### src/rtl/alarm_pkg.sv
// Shared alarm-clock definitions: key code encoding, keypad scanner states and key map.
package alarm_pkg;

  localparam int unsigned KEY_W = 4;
  localparam logic [KEY_W-1:0] NO_KEY = 4'd10;

  typedef enum logic [1:0] {
    KP_SCAN     = 2'd0,
    KP_DEBOUNCE = 2'd1,
    KP_PRESSED  = 2'd2,
    KP_RELEASE  = 2'd3
  } kp_state_e;

  // Row index plus column pattern to digit; '*', '#', no bits and multiple bits give NO_KEY.
  function automatic logic [KEY_W-1:0] key_map(input logic [1:0] row_idx,
                                               input logic [2:0] col);
    logic [KEY_W-1:0] code;
    code = NO_KEY;
    case ({row_idx, col})
      5'b00_001: code = 4'd1;
      5'b00_010: code = 4'd2;
      5'b00_100: code = 4'd3;
      5'b01_001: code = 4'd4;
      5'b01_010: code = 4'd5;
      5'b01_100: code = 4'd6;
      5'b10_001: code = 4'd7;
      5'b10_010: code = 4'd8;
      5'b10_100: code = 4'd9;
      5'b11_010: code = 4'd0;
      default:   code = NO_KEY;
    endcase
    return code;
  endfunction

endpackage

### src/rtl/sync_2ff.sv
// Two-flop synchronizer for asynchronous level inputs (keypad columns, buttons).
module sync_2ff #(
  parameter int unsigned WIDTH = 1
) (
  input  logic             clk,
  input  logic             reset,
  input  logic [WIDTH-1:0] d,
  output logic [WIDTH-1:0] q
);

  logic [WIDTH-1:0] meta;

  always_ff @(posedge clk) begin
    if (reset) begin
      meta <= '0;
      q    <= '0;
    end else begin
      meta <= d;
      q    <= meta;
    end
  end

endmodule

### src/rtl/keypad_scanner.sv
// 4x3 matrix keypad scanner: row drive, column sync, press/release debounce, key code output.
module keypad_scanner
  import alarm_pkg::*;
#(
  parameter int unsigned SETTLE_CYCLES   = 4,
  parameter int unsigned DEBOUNCE_CYCLES = 16
) (
  input  logic             clk,
  input  logic             reset,
  input  logic [2:0]       col,
  output logic [3:0]       row,
  output logic [KEY_W-1:0] key,
  output logic             key_strobe
);

  localparam int unsigned SW = (SETTLE_CYCLES > 1) ? $clog2(SETTLE_CYCLES) : 1;
  localparam int unsigned DW = (DEBOUNCE_CYCLES > 1) ? $clog2(DEBOUNCE_CYCLES) : 1;
  localparam logic [SW-1:0] SETTLE_LAST = SW'(SETTLE_CYCLES - 1);
  // Counter value on which the next stable sample completes the debounce window.
  localparam logic [DW-1:0] DEB_REACH = DW'(DEBOUNCE_CYCLES - 2);

  logic [2:0] col_s;

  kp_state_e        state_q, state_d;
  logic [1:0]       row_idx_q, row_idx_d;
  logic [3:0]       row_q, row_d;
  logic [SW-1:0]    settle_q, settle_d;
  logic [DW-1:0]    deb_q, deb_d;
  logic [2:0]       pat_q, pat_d;
  logic [KEY_W-1:0] code_q, code_d;
  logic [KEY_W-1:0] key_q, key_d;
  logic             strobe_q, strobe_d;
  logic [KEY_W-1:0] hit_code;
  logic             hit;

  sync_2ff #(.WIDTH(3)) u_col_sync (
    .clk   (clk),
    .reset (reset),
    .d     (col),
    .q     (col_s)
  );

  assign hit_code = key_map(row_idx_q, col_s);
  assign hit      = (hit_code != NO_KEY);

  always_ff @(posedge clk) begin
    if (reset) begin
      state_q   <= KP_SCAN;
      row_idx_q <= 2'd0;
      row_q     <= 4'b0001;
      settle_q  <= '0;
      deb_q     <= '0;
      pat_q     <= 3'b000;
      code_q    <= NO_KEY;
      key_q     <= NO_KEY;
      strobe_q  <= 1'b0;
    end else begin
      state_q   <= state_d;
      row_idx_q <= row_idx_d;
      row_q     <= row_d;
      settle_q  <= settle_d;
      deb_q     <= deb_d;
      pat_q     <= pat_d;
      code_q    <= code_d;
      key_q     <= key_d;
      strobe_q  <= strobe_d;
    end
  end

  always_comb begin
    state_d   = state_q;
    row_idx_d = row_idx_q;
    settle_d  = settle_q;
    deb_d     = deb_q;
    pat_d     = pat_q;
    code_d    = code_q;
    key_d     = key_q;
    strobe_d  = 1'b0;

    case (state_q)
      KP_SCAN: begin
        if (settle_q == SETTLE_LAST) begin
          if (hit) begin
            pat_d   = col_s;
            code_d  = hit_code;
            deb_d   = '0;
            state_d = KP_DEBOUNCE;
          end else begin
            row_idx_d = row_idx_q + 2'd1;
            settle_d  = '0;
          end
        end else begin
          settle_d = settle_q + SW'(1);
        end
      end

      KP_DEBOUNCE: begin
        if (col_s == pat_q) begin
          if (deb_q == DEB_REACH) begin
            key_d    = code_q;
            strobe_d = 1'b1;
            state_d  = KP_PRESSED;
          end else begin
            deb_d = deb_q + DW'(1);
          end
        end else begin
          row_idx_d = row_idx_q + 2'd1;
          settle_d  = '0;
          state_d   = KP_SCAN;
        end
      end

      KP_PRESSED: begin
        if (col_s != pat_q) begin
          deb_d   = '0;
          state_d = KP_RELEASE;
        end
      end

      KP_RELEASE: begin
        // A returning pattern is bounce: resume the hold without a new strobe.
        if (col_s == pat_q) begin
          state_d = KP_PRESSED;
        end else if (deb_q == DEB_REACH) begin
          key_d     = NO_KEY;
          row_idx_d = row_idx_q + 2'd1;
          settle_d  = '0;
          state_d   = KP_SCAN;
        end else begin
          deb_d = deb_q + DW'(1);
        end
      end

      default: state_d = KP_SCAN;
    endcase

    row_d = 4'(4'b0001 << row_idx_d);
  end

  assign row        = row_q;
  assign key        = key_q;
  assign key_strobe = strobe_q;

endmodule

### config.mk
export PLATFORM = sky130hd
export DESIGN_NAME = keypad_scanner
export DESIGN_NICKNAME = d
export VERILOG_FILES = /design/src/rtl/alarm_pkg.sv /design/src/rtl/sync_2ff.sv /design/src/rtl/keypad_scanner.sv
export SDC_FILE = /design/constraint.sdc
export NUM_CORES = 1
export LEC_CHECK = 0
export BUFFER_PORTS_ARGS = -buffer_cell sky130_fd_sc_hd__buf_4
export CORE_MARGIN = 1
export CORE_UTILIZATION = 50
export CTS_BUF_LIST = sky130_fd_sc_hd__clkbuf_8
export DETAILED_ROUTE_END_ITERATION = 16
export PLACE_DENSITY_LB_ADDON = 0.25
export SYNTH_ARGS = -nofsm -noshare
export SYNTH_HDL_FRONTEND = slang
export SYNTH_SLANG_ARGS = --single-unit
export TNS_END_PERCENT = 100
### constraint.sdc
create_clock -name clk -period 4.9 [get_ports clk]
set_input_delay 0.49 -clock clk [delete_from_list [all_inputs] [get_ports clk]]
set_output_delay 0.49 -clock clk [all_outputs]
set_load 0.02 [all_outputs]
==> results by group <==
Clock tree
  • Post-CTS resize count: 0
  • Clock-pin slew on the worst setup and hold paths: 70 ps
  • Bufs on Longest Clock Path: 2
  • Total CTS buffers: 5
  • Number of setup buffers added after CTS: 0
  • # H-tree levels: 2
  • Clk sink count: 36
  • CTS Hold Bufs: 0
  • Root buffer cell: clkbuf_8
  • Insertion delay to the later sink of the worst-skew pair: 280 ps
  • TritonCTS clock tree: built

Yosys
  • Most common flop cell mapped by yosys: dfxtp_1
  • Cell taking the most area after synthesis: dfxtp_1
  • Post-Synth XOR/XNOR Area: 2.64%
  • Most frequent cells after synthesis: dfxtp_1, nor2_1, a21oi_1
  • Async SR Flop Fraction: 0%
  • Synth Area in Compound Gates: 12.4%
  • Largest family of logic cells by synthesized area: simple AND/OR/NAND/NOR gates
  • Ranking of synthesized cells by area: dfxtp_1, ha_1, nor2_1
  • Simple-Gate Fraction of Synth Area: 23.6%
  • Most common cell in the synthesized netlist: dfxtp_1
  • Sequential cell area fraction in the yosys report: 43.4%
  • Mux contribution to synthesized area: 6.86%
  • Cell area after synthesis: 1660 µm²
  • Syn Nets: 200
  • Syn Inst Count: 187
  • Adder-cell share of the synthesized area: 6.03%
  • Synth top area share: 43.4%
  • Synth Warn #: 0
  • Post-synth cell types: 40
  • Syn Area/Cell: 8.87 µm²
  • Flops & latches, synth: 36
  • EDFF count, synth: 0

Worst setup path
  • Critical path peak fanout: 13
  • Critical Path, Cell by Cell: clkinv_1 -> a211oi_1 -> a21oi_1 -> a21oi_1 -> mux2_2 -> a22oi_1
  • Slowest Stage Delay on Critical Path: 580 ps
  • Worst Setup SP: state_q[0]
  • Cell family with most CP delay: compound AO/OA/AOI/OAI gates
  • FF-to-FF Start: state_q[0]
  • Crit start category: register
  • WS Path Type: register to register
  • CP arrival: 2570 ps
  • CP Buf/Inv Count: 1
  • Worst path most repeated cell: a21oi_1
  • Worst path slowest cell: dfxtp_1
  • Critical Path End Type: register
  • Worst EP required: 5100 ps

Global routing
  • First-pass GRT wire length: 4930 µm
  • Total congestion overflow: 0
  • Largest net degree at the start of global routing: 31
  • Initial antenna violation count: 0
  • Most used routing layer: met2
  • Met2 usage: 31.1%
  • GR Util met1: 22.8%
  • Vias in the first global route: 1141
  • Total track usage: 18.5%
  • Met3 GRT Util: 5.24%

Worst hold path
  • HP Class: input port to register
  • Hold Startpoint: col[2]

Route
  • Total number of vias: 1264
  • Post-DR wirelength/cell: 11.6 µm
  • Routed WL: 2840 µm
  • Initial DRC count: 26
  • DRC errors left: 0
  • DR pass1 iterations: 4
  • ANT nets after route: 0
  • Vias per cell: 5.16

Timing
  • Worst-margin pin slew: 627 ps
  • Unrepaired setup endpoints after global routing: false
  • Rel. slew slack: 58.1%
  • Fin crit period: 2370 ps
  • Worst Clk Skew: 4.94 ps
  • Setup TNS after final layout: 0 ps
  • Pins Over Slew Limit: 0
  • Fin crit share: 48.4%
  • Maximum clock frequency: 422 MHz
  • Final hold vios: 0
  • Setup Viol. Count Final: 0
  • Setup ws final: 2530 ps

Placement
  • Pre-CTS setup slack: 2580 ps
  • Inst Count DP: 237
  • # port buffers: 13
  • Post-DP HPWL: 2050 µm
  • Gpl congestion: 0.908

Die
  • Die Span X: 59.6 µm
  • Die H: 59.6 µm
  • Die area: 3550 µm²
  • Initial Utilization: 53.5%
  • Rows: 20
  • Area of the core: 3100 µm²
  • Io pins: 14

Layout
  • Multi-input gate area: 856 µm²
  • Ant diodes: 0
  • Layout net count: 213
  • FF+latch area: 721 µm²
  • Area growth, synth to finish: 12.7%
  • Fin cells: 245
  • Layout cells sized above 1: 14.4%
  • Fillers: 283

Job
  • Number of max-cap violations: 0

Power
  • Leakage dissipation: 0.840 nW
  • Pwr per Cell Area: 317 nW/µm²
  • Worst VDD drop: 185 µV

Run status
  • Status: complete, no violations
[state kept, by name (all words and copies together) (netlist names), named ones only]
name             count
row                  4
state_q              1
u_col_sync.q         3
pat_q                3
u_col_sync.meta      3
key_strobe           1
code_q               4
deb_q                4
hit_code             4
key                  4
settle_q             2
row_idx_q            2
[cells in the final DEF (no fill, tap or decap), drive strengths merged, types with 3 or more instances in the layout]
master  synthesis  routed
ha              8       8
clkbuf          5       6
nor2           22      22
buf             2      13
nor4            6       6
nor2b           9       9
mux2i           8       8
clkinv          1       3
mux2            3       3
a21oi          14      14
xor2            3       3
inv            12      12
dfxtp          36      36
o22ai           3       3
nor3b           3       3
nand2          12      12
nand3           5       5
or2             3       3
nand2b          6       6
[metrics by stage]
| step | util, % | instance area (µm²) | hold slack [ps] | power [mW] |
|---|---|---|---|---|
| floorplan | - | 1660 | 436 | 0.373 |
| global placement | 57.3 | 1780 | 441 | 0.384 |
| global route | 60.3 | 1870 | 426 | 0.624 |
| finish | 60.3 | 1870 | 413 | 0.594 |
| CTS | 60.3 | 1870 | 411 | 0.601 |
| detailed placement | 57.3 | 1780 | 443 | 0.388 |
[path summary, 6_finish.rpt]
check                                          end  slack [ps]  depth (start not counted)
worst max register to register         hit_code[1]        2530                          6
worst min register to register              key[2]         450                          2
worst max-delay path                   hit_code[1]        2530                          6
worst min-delay path            u_col_sync.meta[2]         410                          2
[per-layer routing]
layer / vias to the layer above / part of all wire, %
li1: 665 / -
met1: 565 / 48
met2: 30 / 47
met3: 4 / 3.8
met4: 0 / 1.1
met5: - / 0
[final cells by class]
type                       instances  area share, %
inverter                          13           2.61
clock buffer                       6           4.41
sequential                        36           38.5
clock inverter                     2          0.535
timing repair buffer              13           5.22
multi-input combinational        131           45.8
tap                               44           2.94
[power breakdown]
part / internal, mW / switching (mW) / leakage, nW
registers: 0.305 / 0.00854 / 0.293
logic: 0.0292 / 0.0387 / 0.496
clock network: 0.112 / 0.100 / 0.0510
[cells by family (layout without fill, tap and decap cells)]
logic type	count (synthesis)	after routing
AND/OR/NAND/NOR	75	75
AO/OA/AOI/OAI	32	32
buffers and inverters	20	34
flip-flops	36	36
XOR/XNOR	5	5
multiplexers	11	11
adder cells (fa/ha/maj)	8	8
No activity file was read; power rests on OpenSTA's default activity.
